### src/rtl/load_store_unit32_pkg.sv
// rtl/load_store_unit32_pkg.sv - shared constants and state encoding for the load/store unit
package load_store_unit32_pkg;

  localparam int unsigned XLEN = 32;

  localparam logic [2:0] F3_B  = 3'b000;
  localparam logic [2:0] F3_H  = 3'b001;
  localparam logic [2:0] F3_W  = 3'b010;
  localparam logic [2:0] F3_BU = 3'b100;
  localparam logic [2:0] F3_HU = 3'b101;

  typedef enum logic [1:0] {
    ST_IDLE   = 2'd0,
    ST_ACCESS = 2'd1,
    ST_WRITE  = 2'd2,
    ST_RESP   = 2'd3
  } lsu_state_e;

endpackage

### src/rtl/lsu_align32.sv
// rtl/lsu_align32.sv - byte/half lane extraction, store merge and access legality checks
module lsu_align32
  import load_store_unit32_pkg::*;
(
  input  logic        i_we,
  input  logic [2:0]  i_funct3,
  input  logic [1:0]  i_addr_lo,
  input  logic [31:0] i_mem_rdata,
  input  logic [31:0] i_wdata,
  output logic [31:0] o_load,
  output logic [31:0] o_merged,
  output logic        o_misaligned,
  output logic        o_illegal
);

  logic [7:0]  w_byte;
  logic [15:0] w_half;
  logic        w_signed;

  always_comb begin
    w_byte   = i_mem_rdata[{i_addr_lo, 3'b000} +: 8];
    w_half   = i_mem_rdata[{i_addr_lo[1], 4'b0000} +: 16];
    w_signed = ~i_funct3[2];

    case (i_funct3[1:0])
      2'b00:   o_load = {{24{w_signed & w_byte[7]}}, w_byte};
      2'b01:   o_load = {{16{w_signed & w_half[15]}}, w_half};
      default: o_load = i_mem_rdata;
    endcase

    // Sub-word stores keep the untouched lanes of the current memory word.
    o_merged = i_mem_rdata;
    case (i_funct3[1:0])
      2'b00:   o_merged[{i_addr_lo, 3'b000} +: 8] = i_wdata[7:0];
      2'b01:   o_merged[{i_addr_lo[1], 4'b0000} +: 16] = i_wdata[15:0];
      default: o_merged = i_wdata;
    endcase

    o_misaligned = ((i_funct3[1:0] == 2'b01) && i_addr_lo[0]) ||
                   ((i_funct3[1:0] == 2'b10) && (i_addr_lo != 2'b00));

    if (i_we)
      o_illegal = !((i_funct3 == F3_B) || (i_funct3 == F3_H) || (i_funct3 == F3_W));
    else
      o_illegal = !((i_funct3 == F3_B) || (i_funct3 == F3_H) || (i_funct3 == F3_W) ||
                    (i_funct3 == F3_BU) || (i_funct3 == F3_HU));
  end

endmodule

### src/rtl/load_store_unit32.sv
// rtl/load_store_unit32.sv - RV32I load/store unit over a word-wide, word-write-only memory
module load_store_unit32
  import load_store_unit32_pkg::*;
#(
  parameter int unsigned N = XLEN
) (
  input  logic         clk,
  input  logic         rst_n,
  input  logic         req_valid,
  output logic         req_ready,
  input  logic         req_we,
  input  logic [2:0]   req_funct3,
  input  logic [N-1:0] req_addr,
  input  logic [N-1:0] req_wdata,
  output logic         resp_valid,
  output logic [N-1:0] resp_rdata,
  output logic         resp_fault,
  output logic         mem_we,
  output logic [N-1:0] mem_addr,
  output logic [N-1:0] mem_wdata,
  input  logic [N-1:0] mem_rdata
);

  lsu_state_e   r_state;
  logic         r_we;
  logic [2:0]   r_funct3;
  logic [N-1:0] r_addr;
  logic [N-1:0] r_wdata;
  logic [N-1:0] r_merged;
  logic [N-1:0] r_rdata;
  logic         r_fault;
  logic         r_resp_valid;

  logic         w_idle;
  logic         w_sel_we;
  logic [2:0]   w_sel_funct3;
  logic [1:0]   w_sel_addr_lo;
  logic [N-1:0] w_load;
  logic [N-1:0] w_merged;
  logic         w_misaligned;
  logic         w_illegal;
  logic         w_fault;
  logic         w_sw_access;

  // Legality is judged on the live request in IDLE, extraction on the latched one afterwards.
  assign w_idle        = (r_state == ST_IDLE);
  assign w_sel_we      = w_idle ? req_we : r_we;
  assign w_sel_funct3  = w_idle ? req_funct3 : r_funct3;
  assign w_sel_addr_lo = w_idle ? req_addr[1:0] : r_addr[1:0];
  assign w_fault       = w_misaligned | w_illegal;

  lsu_align32 u_align (
    .i_we         (w_sel_we),
    .i_funct3     (w_sel_funct3),
    .i_addr_lo    (w_sel_addr_lo),
    .i_mem_rdata  (mem_rdata),
    .i_wdata      (r_wdata),
    .o_load       (w_load),
    .o_merged     (w_merged),
    .o_misaligned (w_misaligned),
    .o_illegal    (w_illegal)
  );

  assign w_sw_access = (r_state == ST_ACCESS) && r_we && (r_funct3 == F3_W);

  always_comb begin
    mem_we    = w_sw_access || (r_state == ST_WRITE);
    mem_addr  = {2'b00, r_addr[N-1:2]};
    mem_wdata = '0;
    if (w_sw_access)
      mem_wdata = r_wdata;
    else if (r_state == ST_WRITE)
      mem_wdata = r_merged;
  end

  assign req_ready  = w_idle;
  assign resp_valid = r_resp_valid;
  assign resp_rdata = r_rdata;
  assign resp_fault = r_fault;

  always_ff @(posedge clk or negedge rst_n) begin
    if (!rst_n) begin
      r_state      <= ST_IDLE;
      r_we         <= 1'b0;
      r_funct3     <= '0;
      r_addr       <= '0;
      r_wdata      <= '0;
      r_merged     <= '0;
      r_rdata      <= '0;
      r_fault      <= 1'b0;
      r_resp_valid <= 1'b0;
    end else begin
      r_resp_valid <= 1'b0;
      case (r_state)
        ST_IDLE: begin
          if (req_valid) begin
            r_we     <= req_we;
            r_funct3 <= req_funct3;
            r_addr   <= req_addr;
            r_wdata  <= req_wdata;
            r_rdata  <= '0;
            r_fault  <= w_fault;
            if (w_fault) begin
              r_state      <= ST_RESP;
              r_resp_valid <= 1'b1;
            end else begin
              r_state <= ST_ACCESS;
            end
          end
        end
        ST_ACCESS: begin
          if (!r_we) begin
            r_rdata      <= w_load;
            r_state      <= ST_RESP;
            r_resp_valid <= 1'b1;
          end else if (r_funct3 == F3_W) begin
            r_state      <= ST_RESP;
            r_resp_valid <= 1'b1;
          end else begin
            r_merged <= w_merged;
            r_state  <= ST_WRITE;
          end
        end
        ST_WRITE: begin
          r_state      <= ST_RESP;
          r_resp_valid <= 1'b1;
        end
        default: r_state <= ST_IDLE;
      endcase
    end
  end

endmodule

### config.mk
export PLATFORM = sky130hd
export DESIGN_NAME = load_store_unit32
export DESIGN_NICKNAME = d
export VERILOG_FILES = /design/src/rtl/load_store_unit32_pkg.sv /design/src/rtl/lsu_align32.sv /design/src/rtl/load_store_unit32.sv
export SDC_FILE = /design/constraint.sdc
export NUM_CORES = 1
export LEC_CHECK = 0
export CORE_MARGIN = 1
export CORE_UTILIZATION = 25
export CTS_BUF_LIST = sky130_fd_sc_hd__clkbuf_4
export CTS_CLUSTER_DIAMETER = 100
export CTS_CLUSTER_SIZE = 12
export DETAILED_ROUTE_END_ITERATION = 8
export DONT_BUFFER_PORTS = 1
export SLEW_MARGIN = 20
export SYNTH_ARGS = -nofsm -noshare
export SYNTH_HDL_FRONTEND = slang
export SYNTH_SLANG_ARGS = --single-unit
export TNS_END_PERCENT = 5
### constraint.sdc
create_clock -name clk -period 8.5 [get_ports clk]
set_input_delay 0.425 -clock clk [delete_from_list [all_inputs] [get_ports clk]]
set_output_delay 0.425 -clock clk [all_outputs]
set_load 0.05 [all_outputs]
=== Word level (Yosys, flattened, before mapping) ===
Cells that the tools add are included.

* Bits in registers: 136
* Latch bits: 0
* Memory bits (writable): 0
* Memory bits (read-only): 0
* Input port bits: 103
* Output and inout bits: 100
* Word-level logic and storage cells: 76
* Memories: 0

* $add $sub $neg: 2
* Multipliers: 0
* Div/mod/pow operators: 0
* Order comparisons: 0
* Equal/unequal tests: 11
* Shift operators: 6
* Muxes and demuxes: 23
* Bitwise logic cells: 5
* Reductions and logical operators: 20

{| class="wikitable"
|+ Operator list
! kind !! count
|-
| $pmux 32 s2 || 3
|-
| $mux 32 || 4
|-
| $bwmux 32 || 2
|-
| $shift 16x7->32 const A || 1
|-
| $shift 8x7->32 const A || 1
|-
| $shiftx 16x7->32 || 1
|-
| $shiftx 32x6->16 || 1
|-
| $shiftx 32x6->8 || 1
|-
| $shiftx 8x7->32 || 1
|-
| $neg 5->7 || 2
|-
| $mux 1 || 8
|-
| $eq 3x2->1 const B || 2
|-
| $eq 3x3->1 const B || 2
|-
| $logic_or 1x1->1 || 6
|-
| $mux 2 || 3
|-
| $pmux 2 s3 || 1
|-
| $reduce_and 3->1 || 2
|-
| $eq 2x1->1 const B || 2
|-
| $eq 2x2->1 const B || 2
|-
| $logic_and 1x1->1 || 4
|-
| $logic_not 2->1 || 2
|-
| $ne 2x2->1 const B || 2
|-
| $reduce_bool 2->1 || 2
|-
| $eq 3x1->1 const B || 1
|-
| 8 further kinds || 11
|}

=== Logic depth before layout (Yosys ltp) ===
* Depth after elaboration: 13
* Gate-level depth with buffers: 10
* Mapped depth without buffers: 9

=== Cells and area by module ===
From an unflattened synthesis, not the netlist that was laid out.

* Cells, all modules: 775
* Area, all modules: 8221.6 um^2

{| class="wikitable"
|+ Modules (own cells, without submodules)
! module !! instances !! cells each !! area each (um^2) !! seq. area each (um^2)
|-
| load_store_unit32 || 1 || 518 || 6527.5 || 3403.3
|-
| lsu_align32 || 1 || 257 || 1694.1 || 0.0
|}

=== Worst setup path before layout ===
No wires, ideal clock.

* Path type: reg2reg
* Start: register r_state[0]
* End: register r_merged[30]
* Setup time: 0.065 ns
* Arrival time: 3.018 ns
* Required time: 8.435 ns
* Path slack: 5.418 ns
* Stages on the path, launching flop included: 9
* Path buffers: 0
* Period minus slack after synthesis: 3.082 ns
* Cells stage by stage: dfrtp_1 > inv_1 > ha_1 > mux2i_1 > ha_1 > nor4b_1 > a21oi_1 > o21ai_0 > mux2_2

* Longest elaborated chain between the ends: 6
* Elaborated cells on any way between the ends: 16
* Those cells by class: add/sub (2); eq/ne (2); shift (4); mux (5); reduce/logical (3)

{| class="wikitable"
|+ Ends and longest elaborated chain
! item !! line !! source
|-
| from (decl) || load_store_unit32.sv:24 || <nowiki>lsu_state_e r_state;</nowiki>
|-
| from (signal assigned) || load_store_unit32.sv:83 || <nowiki>r_state <= ST_IDLE;</nowiki>
|-
| from (signal assigned) || load_store_unit32.sv:104 || <nowiki>r_state <= ST_RESP;</nowiki>
|-
| from (signal assigned) || load_store_unit32.sv:107 || <nowiki>r_state <= ST_ACCESS;</nowiki>
|-
| $logic_not 2->1 (*) || load_store_unit32.sv:46 || <nowiki>assign w_idle = (r_state == ST_IDLE);</nowiki>
|-
| via req_ready || load_store_unit32.sv:10 || <nowiki>output logic req_ready,</nowiki>
|-
| $mux 2 || load_store_unit32.sv:49 || <nowiki>assign w_sel_addr_lo = w_idle ? req_addr[1:0] : r_addr[1:0];</nowiki>
|-
| $neg 5->7, on equally long branches || lsu_align32.sv:35, lsu_align32.sv:34 ||
|-
| $shiftx 16x7->32 (tied with other cells) || lsu_align32.sv:35 || <nowiki>2'b01: o_merged[{i_addr_lo[1], 4'b0000} +: 16] = i_wdata[15:0];</nowiki>
|-
| $bwmux 32, on equally long branches || lsu_align32.sv:35, lsu_align32.sv:34 ||
|-
| $pmux 32 s2 (*) || lsu_align32.sv:33 || <nowiki>case (i_funct3[1:0])</nowiki>
|-
| to (signal assigned) || load_store_unit32.sv:120 || <nowiki>r_merged <= w_merged;</nowiki>
|-
| to (decl) || load_store_unit32.sv:29 || <nowiki>logic [N-1:0] r_merged;</nowiki>
|}

The timed path passes the listed nets; every way through them passes the cells marked *.
A chain may end at the register's enable or synchronous reset.

=== Worst setup path in the final report ===
* Start: register r_state[0]
* End: register r_rdata[20] (netlist: resp_rdata[20])

* Longest elaborated chain between the ends: 7
* Elaborated cells on any way between the ends: 18
* Those cells by class: eq/ne (4); shift (2); mux (5); bitwise (3); reduce/logical (4)

{| class="wikitable"
|+ Ends and longest elaborated chain
! item !! line !! source
|-
| $logic_not 2->1 (*) || load_store_unit32.sv:46 ||
|-
| via req_ready || load_store_unit32.sv:10 ||
|-
| $mux 2 / $mux 3 (equally long branches) || load_store_unit32.sv:49, load_store_unit32.sv:48 ||
|-
| $shiftx 32x6->16 (tied with other cells) || lsu_align32.sv:22 || <nowiki>w_half = i_mem_rdata[{i_addr_lo[1], 4'b0000} +: 16];</nowiki>
|-
| $and 1x1->1, on equally long branches || lsu_align32.sv:27, lsu_align32.sv:26 ||
|-
| $pmux 32 s2 || lsu_align32.sv:25 || <nowiki>case (i_funct3[1:0])</nowiki>
|-
| $mux 32 || load_store_unit32.sv:112 || <nowiki>if (!r_we) begin</nowiki>
|-
| $pmux 32 s2 || load_store_unit32.sv:94 || <nowiki>case (r_state)</nowiki>
|-
| to (signal assigned) || load_store_unit32.sv:113 || <nowiki>r_rdata <= w_load;</nowiki>
|-
| to (decl) || load_store_unit32.sv:30 || <nowiki>logic [N-1:0] r_rdata;</nowiki>
|}

The timed path passes the listed nets; every way through them passes the cells marked *. The select of a mux whose other input is x is not followed.

==> metrics.txt <==
Slew HR=between 20% and 30%; GRT Total Usage=about 17%; commonest cells in the synthesized netlist=136 x dfrtp_1, 132 x nand2_1, 76 x mux2_2; pwr/cell area=434 nW/um^2; Vias/cell=around 5.1; clock slew at reported path FFs=roughly 120 ps; first-pass GRT wire length=around 37000 um; Placed Area=between 7000 and 8000 sq um; Post-CTS Setup Bufs=0; Worst setup SP type=register; ranking of synthesized cells by area=dfrtp_1 47%, mux2_2 12%, nand2_1 6.8%, o21ai_0 4.8%, buf_4 3.5%; switch share=roughly 55%; top-count cell post-synth=dfrtp_1; endpoints failing hold=0; Switch Pwr=about 2 mW; Clock Latency Late Sink=between 500 and 600 ps; Vias=~5900; placed cell count=about 1100; YS warnings=0; # H-tree levels=4; peak fanout along the critical path=32; most used cell, CP=inv_1; Clock Skews=between 20 and 25 ps; RSZ-0062 raised after global routing=no; CTS Buf Count=17; Seq/Total Area, Yosys=between 40% and 50%; Internal Power=between 1.5 and 2 mW; Worst Setup End Kind=register; Pwr Total=roughly 3.7 mW; Core Box Area=~29000 sq um; io pins=around 200; mean post-synth cell area=about 9.9 sq um; die area=about 30000 sq um; Initial DRT Pass Iterations=5; initial detailed-routing violation count=561; worst min path class=in -> reg; Die Wd=roughly 170 um; Initial Utilization=approximately 25%; port bufs=0; Worst EP required=between 8000 and 9000 ps; LEAKAGE=3.39 nW; status=completed; CTS tree=yes; delay of the slowest cell on the worst path=800 ps; R2R setup slack=around 4800 ps; largest net degree at the start of global routing=137; Clock Power Share=9.6%; vias in the first global route=5713; Logic pwr share=45.2%; post-synthesis cell type count=53; Slew Limit Fails=0; layout cells sized above 1=between 10% and 20%; drt drc=0; Flop pwr share=a little under half; setup tns final=0 ps; row cnt=62; total congestion overflow=0; DRT Wirelength=roughly 25000 um; worst path arrival time=between 4000 and 5000 ps; async set or reset register ratio after synthesis=between 90% and 100%; final setup violation count=0; post-DR wirelength/cell=21.3 um; worst-path cell chain=inv_1, ha_2, mux2i_1, inv_1, mux4_2, and3b_1, o21ai_4, o21ai_0; cells after synthesis=740; Critical Path Slowest Stage Cell=ha_2; Max Cap Viol=0; Finished Layout Cells=1162; area delta synth->final=15.8%; Die Ht=173 um; Post-DRT Antenna Nets=0; final-stage net count=880; post-cts gate resize count=0; Yosys top cell by area=dfrtp_1; number of flops mapped to enable cells by yosys=0; CTS Hold Bufs=78; Fmax=approximately 270 MHz; GPL Wtd Cong=0.857; Post-DP HPWL=approximately 17000 um; #FFs+latches synth=between 100 and 150; top-area cell type share of the netlist area=roughly 47%; Crit Path Category=reg -> reg; post-route cell area=around 8500 sq um; clock root buffer master=clkbuf_4; initial antenna violation count=1; worst vdd ir=between 0.2 and 0.25 mV; Cell Area, Synth=7310 sq um; Final Cycle Share=between 40% and 50%; Slew @ Worst Pin=roughly 1200 ps; CTS max path bufs=2; post-layout min period=~3700 ps; Primary FF master, synth=dfrtp_1; CTS Sinks=between 100 and 150
-- metal layers --
metal  vias to the layer above  wire length (um)  track usage [%]
met4                         0               426             4.35
met2                       262             11700             26.3
met1                      2927             10300             20.8
li1                       2664                 -                -
met5                         -                 0                0
met3                        25              2380             6.71
-- path summary, 6_finish.rpt --
path | startpoint | end | cells after the start
max in group asynchronous | rst_n | r_addr[30]$_DFFE_PN0P_ | 2
worst min-delay path | mem_rdata[2] | r_merged[2]$_DFFE_PN0P_ | 1
worst max-delay path | r_state[0]$_DFFE_PN0P_ | resp_rdata[20]$_DFFE_PN0P_ | 8
worst max register to register | r_state[0]$_DFFE_PN0P_ | resp_rdata[20]$_DFFE_PN0P_ | 8
worst min register to register | r_merged[17]$_DFFE_PN0P_ | r_merged[17]$_DFFE_PN0P_ | 1
min in group asynchronous | rst_n | r_addr[7]$_DFFE_PN0P_ | 2
-- registers in the layout (all words and copies together), names as in the netlist, 2 cells and up --
signal / cells
r_state: 2
r_wdata: 32
resp_rdata: 32
r_merged: 32
r_funct3: 3
r_addr: 32
-- metrics by stage --
step | utilization [%] | worst slack, ps | hold WS, ps
finish | 29.5 | 4780 | 44.7
global route | 29.5 | 4590 | 0.529
CTS | 29.4 | 4840 | 0.291
detailed placement | 25.9 | 4870 | 132
global placement | 25.9 | 4680 | 133
floorplan | - | 5420 | 129
-- cell families after synthesis --
kind of cell             after synthesis  synth area share [%]
multiplexers                          89                  13.8
AO/OA/AOI/OAI                        198                  17.8
buffers and inverters                 87                  6.52
other                                  1                0.0513
flip-flops                           136                  46.6
adder cells (fa/ha/maj)                9                  1.54
AND/OR/NAND/NOR                      220                  13.7
-- cells in the final DEF (no fill, tap or decap), types with 2 or more instances in the layout --
cell type	instances
nor4b_1	2
buf_4	7
o21ai_1	32
clkinv_2	5
nor3_1	3
dlygate4sd3_1	80
mux2i_1	10
nand2_1	131
nand2b_1	10
nand3_1	9
dfrtp_1	136
nand3b_1	4
a222oi_1	7
o211ai_1	2
ha_1	8
nor2b_1	24
o221ai_1	14
clkinv_1	3
nor3b_1	2
a221o_1	8
conb_1	2
o22a_1	9
o21a_1	2
and2_0	2
o21ai_0	38
inv_1	6
a21oi_1	35
a22oi_1	17
or2_2	2
o21ai_2	10
nor2_1	22
and3b_1	2
clkbuf_4	20
mux2_2	76
a31oi_1	11
-- layout make-up --
cell class / instances / area [sq um]
inverters: 7 / 28.8
clock inverters: 8 / 36.3
fillers: 3000 / 20200
flip-flops and latches: 136 / 3400
clock buffers: 20 / 150
multi-input cells: 518 / 3480
diodes: 1 / 2.50
well taps: 384 / 480
repair buffers: 88 / 881
-- critical path: cells and delay by family, from the launching register on --
kind	cells	cell delay (ps)
adder cells (fa/ha/maj)	1	800
AO/OA/AOI/OAI	2	760
multiplexers	2	940
AND/OR/NAND/NOR	1	290
buffers and inverters	2	320
flip-flops	1	430
-- power groups by stage --
stage	logic (mW)	registers, mW	clock network [mW]
finish	1.66	1.66	0.353
global route	1.81	1.70	0.395
CTS	1.65	1.66	0.371
detailed placement	1.61	1.67	0
global placement	1.57	1.67	0
floorplan	1.71	1.26	0
Note: power is estimated with default switching activity, not from simulation.
